File: src/rtl/receiver_pkg.sv
// Shared definitions for the UART receiver: FSM state encoding, oversampling
// factor and the divider rounding helper.
package receiver_pkg;

   localparam int OVERSAMPLE = 16;

   typedef enum logic [2:0] {
      ST_IDLE    = 3'd0,
      ST_START   = 3'd1,
      ST_DATA    = 3'd2,
      ST_STOP    = 3'd3,
      ST_RECOVER = 3'd4
   } rx_state_e;

   // Nearest-integer clock divider for a given enable rate.
   function automatic int rate_div(input int clkfreq, input int rate);
      return (clkfreq + rate / 2) / rate;
   endfunction

endpackage

File: src/rtl/rate_enb.sv
// Free-running enable generator: enb pulses for one clk cycle every
// round(CLKFREQ/RATE) cycles.
module rate_enb
   import receiver_pkg::*;
#(
   parameter int CLKFREQ = 100_000_000,
   parameter int RATE    = 153_600
) (
   input  logic clk,
   input  logic rst,
   output logic enb
);

   localparam int DIV = rate_div(CLKFREQ, RATE);
   localparam int CW  = (DIV > 1) ? $clog2(DIV) : 1;
   localparam logic [CW-1:0] LAST = CW'(DIV - 1);

   logic [CW-1:0] cnt;

   always_ff @(posedge clk) begin
      if (rst) begin
         cnt <= '0;
         enb <= 1'b0;
      end else if (cnt == LAST) begin
         cnt <= '0;
         enb <= 1'b1;
      end else begin
         cnt <= cnt + 1'b1;
         enb <= 1'b0;
      end
   end

endmodule

File: src/rtl/receiver.sv
// 8N1 UART receiver with 16x oversampling, mid-bit sampling, framing-error
// detection and break recovery.
module receiver
   import receiver_pkg::*;
#(
   parameter int BAUD    = 9600,
   parameter int CLKFREQ = 100_000_000
) (
   input  logic       clk,
   input  logic       rst,
   input  logic       rxd,
   output logic [7:0] data,
   output logic       rdy,
   output logic       ferr,
   output logic [2:0] dbg_state
);

   localparam logic [2:0] IDLE    = ST_IDLE;
   localparam logic [2:0] START   = ST_START;
   localparam logic [2:0] DATA    = ST_DATA;
   localparam logic [2:0] STOP    = ST_STOP;
   localparam logic [2:0] RECOVER = ST_RECOVER;

   localparam logic [3:0] LAST_TICK = 4'(OVERSAMPLE - 1);
   localparam logic [3:0] MID_TICK  = 4'(OVERSAMPLE / 2 - 1);

   logic [1:0] sync;
   logic       rxs;
   logic [1:0] fill;
   logic       armed;
   logic       tick;
   logic [2:0] state;
   logic [3:0] tick_cnt;
   logic [2:0] bit_cnt;
   logic [7:0] shift;

   assign rxs       = sync[1];
   assign dbg_state = state;

   rate_enb #(
      .CLKFREQ (CLKFREQ),
      .RATE    (BAUD * OVERSAMPLE)
   ) u_rate_enb (
      .clk (clk),
      .rst (rst),
      .enb (tick)
   );

   always_ff @(posedge clk) begin
      if (rst) sync <= 2'b11;
      else     sync <= {sync[0], rxd};
   end

   // The synchronizer resets high, so a line that is already low when rst
   // drops would look like a start edge. Arm start detection only after the
   // flops hold real line samples and the line has been seen idle.
   always_ff @(posedge clk) begin
      if (rst) begin
         fill  <= 2'd0;
         armed <= 1'b0;
      end else begin
         if (fill != 2'd2) fill <= fill + 2'd1;
         if (fill == 2'd2 && rxs) armed <= 1'b1;
      end
   end

   always_ff @(posedge clk) begin
      if (rst) begin
         state    <= IDLE;
         tick_cnt <= 4'd0;
         bit_cnt  <= 3'd0;
         shift    <= 8'h00;
         data     <= 8'h00;
         rdy      <= 1'b0;
         ferr     <= 1'b0;
      end else begin
         rdy  <= 1'b0;
         ferr <= 1'b0;
         case (state)
            IDLE: begin
               if (armed && !rxs) begin
                  tick_cnt <= 4'd0;
                  state    <= START;
               end
            end
            START: begin
               if (tick) begin
                  if (tick_cnt == MID_TICK) begin
                     if (!rxs) begin
                        tick_cnt <= 4'd0;
                        bit_cnt  <= 3'd0;
                        state    <= DATA;
                     end else begin
                        state <= IDLE;
                     end
                  end else begin
                     tick_cnt <= tick_cnt + 4'd1;
                  end
               end
            end
            DATA: begin
               if (tick) begin
                  tick_cnt <= tick_cnt + 4'd1;
                  if (tick_cnt == LAST_TICK) begin
                     shift   <= {rxs, shift[7:1]};
                     bit_cnt <= bit_cnt + 3'd1;
                     if (bit_cnt == 3'd7) state <= STOP;
                  end
               end
            end
            STOP: begin
               if (tick) begin
                  tick_cnt <= tick_cnt + 4'd1;
                  if (tick_cnt == LAST_TICK) begin
                     if (rxs) begin
                        data  <= shift;
                        rdy   <= 1'b1;
                        state <= IDLE;
                     end else begin
                        ferr  <= 1'b1;
                        state <= RECOVER;
                     end
                  end
               end
            end
            RECOVER: begin
               if (rxs) state <= IDLE;
            end
            default: state <= IDLE;
         endcase
      end
   end

endmodule

File: config.mk
export PLATFORM = sky130hd
export DESIGN_NAME = receiver
export DESIGN_NICKNAME = d
export VERILOG_FILES = /design/src/rtl/receiver_pkg.sv /design/src/rtl/rate_enb.sv /design/src/rtl/receiver.sv
export SDC_FILE = /design/constraint.sdc
export NUM_CORES = 1
export LEC_CHECK = 0
export BUFFER_PORTS_ARGS = -buffer_cell sky130_fd_sc_hd__buf_4
export CORE_AREA = 2 2 72 74
export CTS_CLUSTER_SIZE = 24
export DETAILED_ROUTE_END_ITERATION = 12
export DIE_AREA = 0 0 74 76
export GPL_ROUTABILITY_DRIVEN = 0
export PLACE_DENSITY = 0.57
export SLEW_MARGIN = 5
export SYNTH_ARGS = -nofsm -noshare
export SYNTH_HDL_FRONTEND = slang
export SYNTH_HIERARCHICAL = 1
export SYNTH_SLANG_ARGS = --single-unit
export TNS_END_PERCENT = 50
File: constraint.sdc
create_clock -name clk -period 4.3 [get_ports clk]
set_input_delay 0.86 -clock clk [delete_from_list [all_inputs] [get_ports clk]]
set_output_delay 0.86 -clock clk [all_outputs]
set_load 0.03 [all_outputs]
# After elaboration in Yosys (flattened, before gate mapping)
# Cells that the tools add are included.
op_classes:
  bitwise: 3
  n_addsub: 4
  reduce_logical: 14
  n_mux: 27
  eq_ne: 22
op_table:
  columns: ["cell", "count"]
  rows:
  - ["2-to-1 mux 3 bit", 15]
  - ["2-to-1 mux 4 bit", 5]
  - ["inequality test 2 bit, second input constant", 8]
  - ["case mux 3 bit (5 select lines)", 1]
  - ["case mux 4 bit (3 select lines)", 1]
  - ["adder 10 x 1 -> 10 bit, second input constant", 1]
  - ["equality test 10 bit, second input constant", 1]
  - ["AND reduction 9 bit", 1]
  - ["inequality test 2 x 1 -> 1 bit, second input constant", 4]
  - ["equality test 3 x 2 -> 1 bit, second input constant", 2]
  - ["equality test 3 bit, second input constant", 2]
  - ["case mux 3 bit (2 select lines)", 1]
  - ["AND reduction 6 bit", 1]
  - ["AND reduction 5 bit", 1]
  - ["adder 4 x 1 -> 4 bit, second input constant", 1]
  - ["equality test 4 x 3 -> 1 bit, second input constant", 1]
  - ["equality test 4 bit, second input constant", 1]
  - ["AND reduction 4 bit", 1]
  - ["OR reduction 2 bit", 2]
  - ["OR reduction 4 bit", 1]
  - ["adder 3 x 1 -> 3 bit, second input constant", 1]
  - ["equality test 3 x 1 -> 1 bit, second input constant", 1]
  - ["logical NOT 3 bit", 1]
  - ["2-to-1 mux 1 bit", 3]
  - ["10 further kinds", 13]
word_totals:
  output_inout_bits: 13
  input_bits: 3
  reg_bits: 44
  elab_cells: 82

# Longest topological paths before layout
depth:
  depth_word: 5
  ltp_mapped: 6
  ltp_nobuf: 6

# Hierarchy
# The synthesis kept the hierarchy.
by_module_without_submodules:
  columns: ["mod", "area_each_um2", "cells_each", "instances"]
  rows:
  - ["receiver", 1619.1, 166, 1]
  - ["rate_enb", 494.2, 52, 1]

# Least setup slack after synthesis
# Ideal clock, no wire load.
synth_path:
  path_type: "flip-flop to flip-flop"
  from: "reg state[0], in the netlist dbg_state[0]"
  to: "reg bit_cnt[1]"
  period_less_slack_ns: 1.799
  path_stages_with_launch: 6
  setup_time_ns: 0.128
  required_ns: 4.172
  path_slack_ns: 2.501
  arrival_time_ns: 1.672
  n_path_buf: 1
  cell_sequence: "dfxtp_1 > buf_4 > or4b_4 > a211o_2 > a22oi_1 > nor2_1"
synth_via:
  elab_chain_len: 3
synth_lines:
  columns: ["item", "line", "source"]
  rows:
  - ["start, declared", "receiver.sv:32", "logic [2:0] state;"]
  - ["start signal, assigned", "receiver.sv:69", "state <= IDLE;"]
  - ["start signal, assigned", "receiver.sv:83", "state <= START;"]
  - ["start signal, assigned", "receiver.sv:92", "state <= DATA;"]
  - ["equality test 3 x 1 -> 1 bit / equality test 3 x 2 -> 1 bit (equally long branches)", "receiver.sv:79", "case (state)"]
  - ["inequality test 2 bit (no line) (tied with other cells)", null, null]
  - ["AND reduction 6 bit (no line)", null, null]
  - ["end signal, assigned", "receiver.sv:106", "bit_cnt <= bit_cnt + 3'd1;"]
  - ["end, declared", "receiver.sv:34", "logic [2:0] bit_cnt;"]
# Parallel ways exist; a longest one is shown, timed or not.
# A chain may end at the register's enable or synchronous reset.

# Worst setup path after layout
layout_path:
  from: "reg state[1], in the netlist dbg_state[1]"
  to: "out dbg_state[1]"
layout_lines:
  columns: ["item", "line", "source"]
  rows:
  - ["end, declared", "receiver.sv:15", "output logic [2:0] dbg_state"]
# No word-level cell between the ends.

==> metrics.cfg <==
[worst_setup_path]
cp.required_ns=3.44
cp_max_fo=17
crit_path_top_delay_cell=dfxtp_1
crit_family=flip-flops
setup.worst_path.start_class=flip-flop
cp.arrival_ns=1.22
critical-path-max-stage-delay_ns=0.67
worstSetupPathType=flip-flop to output pin
end_kind=output pin
crit_chain=buf_4
path_buf_inv=1

[clock_tree]
clock_path_buffers=2
clock_latency_ns=0.29
cts_buffers=5
clock-sinks=44
htreeDepth=2
path_clk_slew_ns=0.09
holdBufCountCts=0
post_cts_buffers=0
root_buffer=clkbuf_8
cts_tree=done
cts_resized=0

[place]
placedInstanceArea_sq_um=2235
io_buffers=15
post-dp-hpwl_mm=2.640

[logic_synthesis]
yosysTopAreaCell=dfxtp_1
postSynthCellCount=218
async_reset_ff_share_pct=0
syn_nets=227
ys.flop_type=dfxtp_1
synth_top_cells_by_area=dfxtp_1 (42%), mux2i_1 (7.6%), nor2_1 (5.7%)
ys_seq_area_share_pct=41.68
synth_warnings=6
avgSynthCellArea_sq_um=9.694
synth_top_cell_area_share_pct=41.68
syn_area_sq_um=2113
synth-edff-count=0
ys_seq_elements=44
yosysUniqueCellTypes=55

[sta]
timing.final.crit_share_pct=48.39
hold_violations=0
clock_skew_ns=0.006444
rsz0062_at_grt=false
tns_ns=0
worst_slew_pin_slew_ns=0.6947
fmax_mhz=480.6
final_max_slew_viol_count=0
setup_violations=0
relSlewSlack_pct=53.34
layout_min_cycle_time_ns=2.081

[pwr]
p_clk_share_pct=39.7
p_int_uw=641.1
p_switching_uw=190.5
p_per_area_nw_per_um2=353.0
vdd_ir_drop_max_mv=0.2102
p_leak_nw=0.8398
p_total_uw=831.6
seqPwrFrac_pct=52.5
share_comb_of_total_power_pct=7.8
switching_share_pct=22.91

[run_status]
outcome=complete, no violations

[job]
cap_violations=0

[layout]
final_common_cell=dfxtp_1
fillers=469
final_area_sq_um=2356
insertedDiodeCount=0
final_nets=240
drive_above_1_share_pct=20.69
fin_util_pct=47.96
synthToLayoutAreaGrowth_pct=11.49
final_cell_mix=dfxtp_1 (44), nor2_1 (32), mux2i_1 (16), buf_4 (16), inv_1 (11)

[routing]
detail-route-antenna-nets=0
avgViaCountPerCell=5.209
routedWlPerCell_um=12.69
firstDrtPassIters=4
drcViolationCount=0
first_iter_violations=143
vias=1573
routed_wl_mm=3.831

[grt]
grt_first_pass_wirelength_mm=6.886
grt.total_usage_pct=15.20
grt_overflow=0
grt_pass1_vias=1464
antenna_found_initial=0
grt_max_degree=35

[floorplan]
die_w_um=74
rows=26
die_h_um=76
core_sq_um=4912
dieArea_sq_um=5624
io-pin-count=16
initial_core_util_pct=43.02

[hold_path]
hold_path.class=flip-flop to flip-flop

kinds of logic (layout without fill, tap and decap cells):
| logic type | after synthesis | in the layout | synth area share [%] |
|---|---|---|---|
| AO/OA/AOI/OAI | 50 | 50 | 18.00 |
| adder cells (fa/ha/maj) | 6 | 6 | 3.552 |
| AND/OR/NAND/NOR | 77 | 77 | 21.49 |
| buffers and inverters | 21 | 35 | 6.038 |
| XOR/XNOR | 4 | 4 | 1.658 |
| multiplexers | 16 | 16 | 7.578 |
| flip-flops | 44 | 44 | 41.68 |
layer usage:
layer	track usage [%]	vias up	share of wire (%)
met1	21.93	726	51
met5	0	-	0
met3	3.968	2	3.0
li1	-	821	-
met2	22.05	24	46
met4	4.727	0	0.55
final timing paths:
| check | start | endpoint | slack (ns) | cells past startpoint |
|---|---|---|---|---|
| worst min register to register | sync[0] | sync[1] | 0.42 | 1 |
| worst max-delay path | dbg_state[1] | dbg_state[1] | 2.22 | 1 |
| worst min-delay path | sync[0] | sync[1] | 0.42 | 1 |
| worst max register to register | dbg_state[0] | data[0] | 2.30 | 4 |
power groups by stage:
stage	clock, mW	combinational [mW]	sequential, mW
after floorplan	0	0.0578	0.443
after detailed placement	0	0.0663	0.446
after CTS	0.343	0.0666	0.437
final	0.330	0.0652	0.437
after global placement	0	0.0633	0.446
after global routing	0.358	0.0779	0.439
area by class of cell:
type,instances,area [sq um],share of cell area [%]
inverters,11,41.29,1.753
well taps,70,87.58,3.717
multi-input cells,153,1105,46.89
clock inverters,2,38.79,1.646
flip-flops and latches,44,880.8,37.39
clock buffers,6,82.58,3.505
repair buffers,16,120.1,5.098
sequential cells by signal, summed over array words and instances (netlist names):
register	cells
rdy	1
u_rate_enb/cnt	10
fill	2
tick_cnt	4
u_rate_enb/enb	1
shift	8
ferr	1
data	8
bit_cnt	3
sync	2
dbg_state	3
armed	1
synthesized netlist by cell type (3+ instances only):
master and number:
dfxtp_1 44, nor2_1 32, mux2i_1 16, inv_1 11
o21ai_0 10, a21oi_1 7, ha_1 6, nand3_1 6
a21oi_2 5, nand2_1 5, o31ai_1 5, or3_1 5
buf_6 4, nor3_1 4, a211oi_1 3, nand2b_1 3
o2111ai_1 3
stage by stage:
| step | hold slack, ns | cells | worst slack, ns |
|---|---|---|---|
| 2_1_floorplan | 0.3895 | 218 | 2.501 |
| 3_3_place_gp | 0.3915 | 294 | 2.334 |
| 3_5_place_dp | 0.3973 | 294 | 2.309 |
| 4_1_cts | 0.4194 | 302 | 2.213 |
| 5_1_grt | 0.4561 | 302 | 2.065 |
| 6_report | 0.4166 | 302 | 2.219 |
Note: power is estimated with default switching activity, not from simulation.
